$ cat src/rtl/id_ex_stage_reg_pkg.sv
// Shared definitions for the ID/EX stage: default widths, ALU/forwarding encodings,
// and the packed control bundle whose all-zero value is the pipeline NOP.
package id_ex_stage_reg_pkg;

  localparam int XLEN_DEF    = 32;
  localparam int RADDR_W_DEF = 5;
  localparam int ALUOP_W_DEF = 4;
  localparam int CNT_W_DEF   = 32;

  typedef enum logic [3:0] {
    ALU_ADD  = 4'd0,
    ALU_SUB  = 4'd1,
    ALU_AND  = 4'd2,
    ALU_OR   = 4'd3,
    ALU_XOR  = 4'd4,
    ALU_SLL  = 4'd5,
    ALU_SRL  = 4'd6,
    ALU_SRA  = 4'd7,
    ALU_SLT  = 4'd8,
    ALU_SLTU = 4'd9
  } alu_op_e;

  typedef enum logic [1:0] {
    FWD_REG   = 2'b00,
    FWD_MEMWB = 2'b01,
    FWD_EXMEM = 2'b10
  } fwd_sel_e;

  typedef struct packed {
    logic reg_write;
    logic mem_read;
    logic mem_write;
    logic mem_to_reg;
    logic alu_src;
    logic branch;
  } ctrl_t;

  localparam ctrl_t CTRL_NOP = '0;

endpackage

$ cat src/rtl/id_ex_stage_reg_load_use_detect.sv
// Combinational load-use hazard detect: a load in EX whose (non-x0) destination
// is read by the instruction currently in ID.
module id_ex_stage_reg_load_use_detect
  import id_ex_stage_reg_pkg::*;
#(
  parameter int RADDR_W = RADDR_W_DEF
) (
  input  logic               idex_mem_read_i,
  input  logic [RADDR_W-1:0] idex_rd_i,
  input  logic [RADDR_W-1:0] id_rs1_i,
  input  logic [RADDR_W-1:0] id_rs2_i,
  output logic               load_use_o
);

  assign load_use_o = idex_mem_read_i && (idex_rd_i != '0) &&
                      ((idex_rd_i == id_rs1_i) || (idex_rd_i == id_rs2_i));

endmodule

$ cat src/rtl/id_ex_stage_reg.sv
// ID/EX pipeline register with load-use bubble insertion and a saturating bubble counter.
// One cycle ID->IDEX; pc_write/ifid_write are combinational from the current hazard.
module id_ex_stage_reg
  import id_ex_stage_reg_pkg::*;
#(
  parameter int XLEN    = XLEN_DEF,
  parameter int RADDR_W = RADDR_W_DEF,
  parameter int ALUOP_W = ALUOP_W_DEF,
  parameter int CNT_W   = CNT_W_DEF
) (
  input  logic               clk,
  input  logic               rst,
  input  logic               flush,
  input  logic               ext_stall,
  input  logic [RADDR_W-1:0] ID_rs1,
  input  logic [RADDR_W-1:0] ID_rs2,
  input  logic [RADDR_W-1:0] ID_rd,
  input  logic [XLEN-1:0]    ID_rs1_data,
  input  logic [XLEN-1:0]    ID_rs2_data,
  input  logic [XLEN-1:0]    ID_imm,
  input  logic [XLEN-1:0]    ID_pc,
  input  logic               ID_RegWrite,
  input  logic               ID_MemRead,
  input  logic               ID_MemWrite,
  input  logic               ID_MemToReg,
  input  logic               ID_ALUSrc,
  input  logic               ID_Branch,
  input  logic [ALUOP_W-1:0] ID_ALUOp,
  output logic [RADDR_W-1:0] IDEX_rs1,
  output logic [RADDR_W-1:0] IDEX_rs2,
  output logic [RADDR_W-1:0] IDEX_rd,
  output logic [XLEN-1:0]    IDEX_rs1_data,
  output logic [XLEN-1:0]    IDEX_rs2_data,
  output logic [XLEN-1:0]    IDEX_imm,
  output logic [XLEN-1:0]    IDEX_pc,
  output logic               IDEX_WriteBack,
  output logic               IDEX_MemRead,
  output logic               IDEX_MemWrite,
  output logic               IDEX_MemToReg,
  output logic               IDEX_ALUSrc,
  output logic               IDEX_Branch,
  output logic [ALUOP_W-1:0] IDEX_ALUOp,
  output logic               pc_write,
  output logic               ifid_write,
  output logic [CNT_W-1:0]   bubble_count
);

  ctrl_t               ctrl_q, ctrl_d, id_ctrl;
  logic [ALUOP_W-1:0]  alu_op_q, alu_op_d;
  logic [RADDR_W-1:0]  rs1_q, rs1_d, rs2_q, rs2_d, rd_q, rd_d;
  logic [XLEN-1:0]     rs1_data_q, rs1_data_d, rs2_data_q, rs2_data_d;
  logic [XLEN-1:0]     imm_q, imm_d, pc_q, pc_d;
  logic [CNT_W-1:0]    cnt_q, cnt_d;
  logic                load_use, bubble, load_data, load_ctrl, kill_ctrl;

  id_ex_stage_reg_load_use_detect #(.RADDR_W(RADDR_W)) u_lud (
    .idex_mem_read_i (ctrl_q.mem_read),
    .idex_rd_i       (rd_q),
    .id_rs1_i        (ID_rs1),
    .id_rs2_i        (ID_rs2),
    .load_use_o      (load_use)
  );

  // Flush outranks the hazard: the squashed ID instruction cannot cause a stall.
  assign bubble     = load_use & ~flush & ~ext_stall;
  assign pc_write   = ~(load_use & ~flush) & ~ext_stall;
  assign ifid_write = pc_write;

  assign load_data = flush | (~ext_stall & ~load_use);
  assign kill_ctrl = flush | (~ext_stall & load_use);
  assign load_ctrl = ~flush & ~ext_stall & ~load_use;

  // Writes to x0 are dropped here so forwarding can compare rd without an x0 check.
  assign id_ctrl = '{reg_write:  ID_RegWrite & (ID_rd != '0),
                     mem_read:   ID_MemRead,
                     mem_write:  ID_MemWrite,
                     mem_to_reg: ID_MemToReg,
                     alu_src:    ID_ALUSrc,
                     branch:     ID_Branch};

  always_comb begin
    ctrl_d     = ctrl_q;
    alu_op_d   = alu_op_q;
    rs1_d      = rs1_q;
    rs2_d      = rs2_q;
    rd_d       = rd_q;
    rs1_data_d = rs1_data_q;
    rs2_data_d = rs2_data_q;
    imm_d      = imm_q;
    pc_d       = pc_q;
    cnt_d      = cnt_q;
    if (load_data) begin
      rs1_d      = ID_rs1;
      rs2_d      = ID_rs2;
      rd_d       = ID_rd;
      rs1_data_d = ID_rs1_data;
      rs2_data_d = ID_rs2_data;
      imm_d      = ID_imm;
      pc_d       = ID_pc;
    end
    if (kill_ctrl) begin
      ctrl_d   = CTRL_NOP;
      alu_op_d = '0;
    end else if (load_ctrl) begin
      ctrl_d   = id_ctrl;
      alu_op_d = ID_ALUOp;
    end
    if (bubble && (cnt_q != '1)) begin
      cnt_d = cnt_q + CNT_W'(1);
    end
  end

  always_ff @(posedge clk) begin
    if (rst) begin
      ctrl_q     <= CTRL_NOP;
      alu_op_q   <= '0;
      rs1_q      <= '0;
      rs2_q      <= '0;
      rd_q       <= '0;
      rs1_data_q <= '0;
      rs2_data_q <= '0;
      imm_q      <= '0;
      pc_q       <= '0;
      cnt_q      <= '0;
    end else begin
      ctrl_q     <= ctrl_d;
      alu_op_q   <= alu_op_d;
      rs1_q      <= rs1_d;
      rs2_q      <= rs2_d;
      rd_q       <= rd_d;
      rs1_data_q <= rs1_data_d;
      rs2_data_q <= rs2_data_d;
      imm_q      <= imm_d;
      pc_q       <= pc_d;
      cnt_q      <= cnt_d;
    end
  end

  assign IDEX_rs1       = rs1_q;
  assign IDEX_rs2       = rs2_q;
  assign IDEX_rd        = rd_q;
  assign IDEX_rs1_data  = rs1_data_q;
  assign IDEX_rs2_data  = rs2_data_q;
  assign IDEX_imm       = imm_q;
  assign IDEX_pc        = pc_q;
  assign IDEX_WriteBack = ctrl_q.reg_write;
  assign IDEX_MemRead   = ctrl_q.mem_read;
  assign IDEX_MemWrite  = ctrl_q.mem_write;
  assign IDEX_MemToReg  = ctrl_q.mem_to_reg;
  assign IDEX_ALUSrc    = ctrl_q.alu_src;
  assign IDEX_Branch    = ctrl_q.branch;
  assign IDEX_ALUOp     = alu_op_q;
  assign bubble_count   = cnt_q;

endmodule

$ cat config.mk
export PLATFORM = sky130hd
export DESIGN_NAME = id_ex_stage_reg
export DESIGN_NICKNAME = d
export VERILOG_FILES = /design/src/rtl/id_ex_stage_reg_pkg.sv /design/src/rtl/id_ex_stage_reg_load_use_detect.sv /design/src/rtl/id_ex_stage_reg.sv
export SDC_FILE = /design/constraint.sdc
export NUM_CORES = 1
export LEC_CHECK = 0
export CAP_MARGIN = 20
export CORE_MARGIN = 2
export CORE_UTILIZATION = 37
export DETAILED_ROUTE_END_ITERATION = 12
export GPL_ROUTABILITY_DRIVEN = 0
export PLACE_DENSITY_LB_ADDON = 0.05
export SYNTH_ARGS = -nofsm -noshare
export SYNTH_HDL_FRONTEND = slang
export SYNTH_SLANG_ARGS = --single-unit
$ cat constraint.sdc
create_clock -name clk -period 2 [get_ports clk]
set_clock_uncertainty 0.05 [all_clocks]
set_input_delay 0.4 -clock clk [delete_from_list [all_inputs] [get_ports clk]]
set_output_delay 0.4 -clock clk [all_outputs]
set_load 0.02 [all_outputs]
==> impl_results.md <==
- Run status: finished, violations left
- Failing checks: setup timing
- Number of global-route vias before repair: 7,519
- Number of DRC violations after detailed-routing iteration 0: approximately 360
- Number of antenna violations at the first check in global routing: 0
- Comb pwr share: 22.7%
- Worst setup margin: -366 ps
- Share of synthesized area occupied by flip-flops and latches: roughly half
- Insertion delay to the later sink of the worst-skew pair: approximately 440 ps
- Fin. max-slew vios: 0
- Synthesis warning total: 0
- Maximum single-stage delay on the critical path: 540 ps
- Power, Total: 9.79 mW
- Largest driver fanout on the critical path: 7
- Cell at the root of the clock tree: clkbuf_16
- Most frequent cell on the critical path: buf_6
- Number of nets in the layout: 1,505
- Starting Density: 37.9%
- Critical path type: flip-flop to flip-flop
- Cell area after layout: about 15,000 um^2
- Tmin final: 2370 ps
- Residual antenna-violating net count after detailed routing: 0
- Total internal power: 7.03 mW
- Number of stages on the worst hold path: 3
- Vias per inst: 5.19
- Arr. time, crit path: 2610 ps
- Number of cells on the worst reg-to-reg path: 10
- Pin count of the biggest net entering global routing: 73
- Post-synthesis cell count: 896
- Global-route wire length before repair: 41,000 um
- Mapped Area: 7130 um^2
- Placed standard-cell area: 11,400 um^2
- Switching share of power: 28.1%
- CP Cell Sequence: or4_4, o21ai_4, nor2_4, buf_6, buf_6, buf_6, a21o_4, clkbuf_16, nand2_1, a21oi_2
- Vertical die dimension: between 100 and 150 um
- Post-route insts no fill: 1,619
- Power per standard cell area: 636 nW/um^2
- Boundary Pins: 344
- CTS Sinks: 185
- Required time worst endpoint: 2240 ps
- Crit path launch type: flip-flop
- Min-delay src: ID_rs1[3]
- Net switching component of the power: 2.75 mW
- Area share of the leading cell type in the synthesized netlist: 52.0%
- Most numerous cell types in the synthesized netlist: 312 x nand2_1, 185 x dfxtp_1, 177 x a21oi_1, 32 x clkbuf_1, 21 x buf_2
- Post-synth EDFFs: 0
- Fraction of the cycle the final worst path needs: 118%
- FF/Latch Area: between 3000 and 4000 um^2
- Max stage delay cell, worst path: or4_4
- Maximum root-to-sink buffer count: 2
- Number of nets in the synthesized netlist: between 1k and 1.5k
- Area growth syn-to-layout: 116%
- Flop and latch count out of synthesis: 185
- Footprint of the multi-input gates: about 5000 um^2
- Worst hold path endpoint: IDEX_rs1[3]
- Overall routed net length: roughly 33,000 um
- Count of final setup violators: 184
- Number of buffers created by CTS: 17
- Predominant post-synthesis flop cell: dfxtp_1
- Row count: 50
- Max Fclk: 0.423 GHz
- DR vias: 8,403
- Number of optimization iterations in the first detailed-route pass: 5
- Reg2reg setup slack: -370 ps
- I/O Buffers: about 340
- Final count of hold timing violations: 0
- Min-Delay Path Class: primary input to flip-flop
- Sum of negative setup slack: -48,830 ps
- Total of fill cells in the finished design: 1,105
- Transition time at the pin with the least slew margin: 672 ps
- Horizontal die dimension: 143 um
- Fraction of registers with async set/reset: 0%
- Clock tree from TritonCTS: built
- CTS H-Tree Depth: 4
- Distinct cell type count of the synthesized netlist: 43
- Global-route congestion overflow total: 0
- Relative max-transition margin: 55.2%
- Core area: 18,800 um^2
- Mean instance size in the synthesized netlist: 7.96 um^2
- Per-cell routed wire length: 20.1 um
- Setup crit end kind: flip-flop
- Clock-pin slew of the registers on the worst-case setup and hold paths: 70 ps
- Largest vdd supply drop: 629 uV
- Leakage Power: 6.41 nW
- Count of antenna diodes in the layout: 0
- Cell taking the most area after synthesis: dfxtp_1
- Cell total after placement: roughly 1.5k
- Origin of the critical flop-to-flop path: IDEX_rd[2]
- Area contributors post-synth: dfxtp_1 52%, nand2_1 16%, a21oi_1 12%, clkbuf_1 1.7%, buf_2 1.5%
- Setup repair after global routing missed its margin: true
- Hold buffer count at cts: 0
- Post-detailed-route DRC marker count: 0
- Utilization after layout: 81.7%
- Total global-route track usage: 26.0%
- Layout cell share with drive strength beyond 1: 42.5%
- Hpwl dp: roughly 18,000 um
- Cell with the most instances after synthesis: nand2_1
- # Max-Cap Violations: 0
- DIE AREA: 20,400 um^2
- Reg-to-reg endpoint: IDEX_rs2_data[29]
- Power share of the clock group: a little over a third
- Sequential Power Share: 41.0%
[worst max-delay path, delay by kind of cell (launching register included)]
kind / cells / cell delay [ps]
DFF: 1 / 350
AOI/OAI and AO/OA: 3 / 550
and+or+nand+nor: 3 / 720
buffers and inverters: 4 / 550
[flip-flops by register name (all words and copies together), names as in the netlist]
signal / flops
bubble_count: 32
IDEX_WriteBack: 1
IDEX_MemRead: 1
IDEX_pc: 32
IDEX_rs1: 5
IDEX_ALUOp: 4
IDEX_MemToReg: 1
IDEX_MemWrite: 1
IDEX_rs2: 5
IDEX_rs2_data: 32
IDEX_Branch: 1
IDEX_rd: 5
IDEX_rs1_data: 32
IDEX_imm: 32
IDEX_ALUSrc: 1
[power groups by stage]
stage	clock network, mW	logic, mW	registers (mW)
3_3_place_gp	0	1.48	4.04
2_1_floorplan	0	0.405	4.27
3_5_place_dp	0	1.48	4.04
4_1_cts	3.56	1.72	3.96
6_report	3.56	2.22	4.01
5_1_grt	3.74	2.32	4.03
[stage by stage]
step           hold slack, ps  setup slack (ps)
6_report                  230              -366
5_1_grt                   235              -438
4_1_cts                   331              -314
3_5_place_dp              392              -755
3_3_place_gp              387              -731
2_1_floorplan             458             -43.8
[area by class of cell]
class / count / share of cell area, %
repair buffers: 493 / 36.8
multi-input cells: 649 / 32.7
flip-flops and latches: 185 / 24.4
clock buffers: 20 / 3.11
well taps: 260 / 2.11
clock inverters: 11 / 0.846
inverters: 1 / 0.0244
[what timing repair did]
action                                  CTS  global route
buffers inserted                         22            31
pin swaps                                20           278
endpoints found under the hold margin     0             0
resized for setup                        63           554
cloned                                   19            19
endpoints found under the setup margin  188           195
[logic make-up after synthesis]
| group | after synthesis | share of synthesized area [%] |
|---|---|---|
| AND/OR/NAND/NOR | 418 | 25.9 |
| AO/OA/AOI/OAI | 212 | 15.7 |
| flip-flops | 185 | 52.0 |
| buffers and inverters | 65 | 4.27 |
| XOR/XNOR | 11 | 1.35 |
| multiplexers | 4 | 0.614 |
| adder cells (fa/ha/maj) | 1 | 0.176 |
[placed cells by master, fill, tap and decap left out, types with 3 or more instances in the layout]
cell / instances
mux2_4: 3
or4_4: 6
nand2_4: 121
a21oi_2: 151
clkinvlp_4: 4
buf_8: 13
nand3b_1: 10
buf_16: 8
o21ai_1: 3
o31ai_1: 10
nand2b_1: 4
xnor2_1: 6
xnor2_2: 5
dfxtp_2: 16
clkdlybuf4s50_1: 326
nor2_1: 14
buf_6: 28
nor2b_1: 3
dlygate4sd2_1: 3
dfxtp_1: 161
o21ai_0: 10
nand4_1: 9
or3_1: 8
inv_6: 4
nand2b_4: 3
buf_12: 35
nand2_1: 140
nor4_4: 4
nand2_2: 51
a21o_4: 3
dfxtp_4: 8
a21oi_1: 25
nand3_1: 14
buf_4: 53
clkbuf_16: 34
or4_1: 8
dlymetal6s2s_1: 11
or3_4: 5
[metal layers]
| metal | global-route usage, % | routed length [um] | up-vias |
|---|---|---|---|
| met2 | 44.4 | 16800 | 316 |
| met5 | 0 | 0 | - |
| met3 | 8.65 | 2320 | 71 |
| met4 | 9.02 | 1010 | 0 |
| met1 | 30.5 | 12500 | 4085 |
| li1 | - | - | 3931 |
[how the worst max path moves through the flow]
stage,to,start,slack (ps),depth (start not counted)
floorplan,IDEX_imm[10],IDEX_rd[2],-40,9
global placement,ifid_write,ID_rs1[0],-730,7
detailed placement,bubble_count[19],ID_rs2[1],-750,8
CTS,ifid_write,IDEX_rd[2],-310,5
global route,IDEX_rs2_data[29],IDEX_rd[0],-440,12
finish,IDEX_rs2_data[29],IDEX_rd[2],-370,10
(Power assumes the default switching activity.)
==> edit (same flow settings) <==
Reset style: asynchronous (`rst`), changed in one clocked block.
--- a/src/rtl/id_ex_stage_reg.sv
+++ b/src/rtl/id_ex_stage_reg.sv
@@ -112,3 +112,3 @@
 
-  always_ff @(posedge clk) begin
+  always_ff @(posedge clk or posedge rst) begin
     if (rst) begin
Function: differs if rst is asserted again (counterexample within 4 cycles, from zero or initial values and one cycle with rst high); with rst held inactive, the same outputs for 10 cycles.
==> edit against the unedited design <==
The run still ends with negative setup slack left; sequential cell count unchanged; routed wire length decreased by 26%; power is 0.37% lower; clock power decreased by 3%; design area shrank 14%; worst setup slack got worse by 130 ps; combinational power shrank 4%; synthesized area increased by 8.8%; core utilization shrank 17 points.
==> edit: results (changes against the unedited design) <==
status:
  status: "complete, but fails checks"
  violations: "negative setup slack"
worst_setup_path:
  slowest_stage: "clkdlybuf4s50_1"
  worst-r2r-cell-count: 13  # +3
  reg2reg_from: "IDEX_rd[3]"
  cp_top_family: "buffers and inverters"
  cpPeakStageDelay_ps: 480  # -60 ps
  crit_arrival_ps: 2750  # +140 ps
  reg2reg_to: "bubble_count[1]"
routing:
  vias_per_cell: 4.81  # -7.4%
  first_pass_iters: 4  # -1
  m1WireLength_mm: 9.11  # -27%
  wl_met2_mm: 12.6  # -25%
  vias: 5933  # -29%
  first_iter_violations: 272  # -25%
global_route:
  grt_pass1_wl_mm: 36.7  # -10%
  grt.total_usage_pct: 21.6  # -4.4 points
  grt_pass1_vias: 6554  # -13%
  use_met3_pct: 7.03  # -1.6 points
synth:
  synthAdderAreaFrac_pct: 0.161  # -0.014 points
  synth-xor-area-share_pct: 4.52  # +3.2 points
  synthFlopType: "dfrtp_1"
  synth.top_cells.by_area: "dfrtp_1 (60%), mux2_4 (14%), mux2_2 (11%)"
  avgSynthCellArea_um2: 14.8  # +86%
  syn_nets: 681  # -35%
  synth_commonest_cells: "dfrtp_1 (185), mux2_2 (75), mux2_4 (70)"
  synth_cell_types: 32  # -26%
placement:
  postPlaceCellArea_um2: 11900  # +4.6%
  dp_cells: 1168  # -23%
  dp_slack_ps: -947  # -192 ps
power_and_ir_drop:
  p_leak_nw: 5.88  # -8.2%
  power.internal_mw: 7.23  # +2.8%
  powerDensity_nw_per_um2: 734  # +15%
timing:
  hold_slack_ps: 221  # -8.65 ps
  final.setup.worst_slack_ps: -494  # -128 ps
  finalSetupViolCount: 177  # -3.8%
  setup-tns-final_ps: -67760  # -18940 ps
finish:
  drive_gt1_share_pct: 30.4  # -12 points
  fin_area_um2: 13300  # -14%
  fillers: 1511  # +37%
cts:
  post-cts-setup-buffer-count: 20  # -9.1%
  clock_latency_ps: 420  # -20 ps
  cts_resized: 70  # +11%
[edit: cell types whose count changed in the layout (fill, tap and decap cells not counted), sizes merged, moves of 12 or more]
cell	before	now
nand2	312	23
dfrtp	0	185
dfxtp	185	0
a21oi	178	9
mux2	3	145
buf	137	91
xnor2	11	30
clkbuf	35	18
nand3	16	28
or3	13	1
or4	14	2
[edit: worst max path at each step]
stage	from	end	slack, ps	depth (start not counted)
finish	ID_rs2[3]	IDEX_rs2_data[12]	-490	10
global route	IDEX_rd[3]	bubble_count[1]	-560	13
CTS	IDEX_rd[0]	ifid_write	-520	6
detailed placement	ID_rs2[3]	IDEX_imm[25]	-950	9
global placement	ID_rs2[3]	ifid_write	-960	8
floorplan	rst	IDEX_ALUOp[0]	-830	1
[edit: layout make-up]
type                            instances  area share (%)
Tap cell                              270            2.54
Inverter                                4           0.141
Clock inverter                         13            1.30
Clock buffer                           17            3.20
Timing Repair Buffer                  433            34.7
Sequential cell                       185            34.8
Multi-Input combinational cell        312            23.3
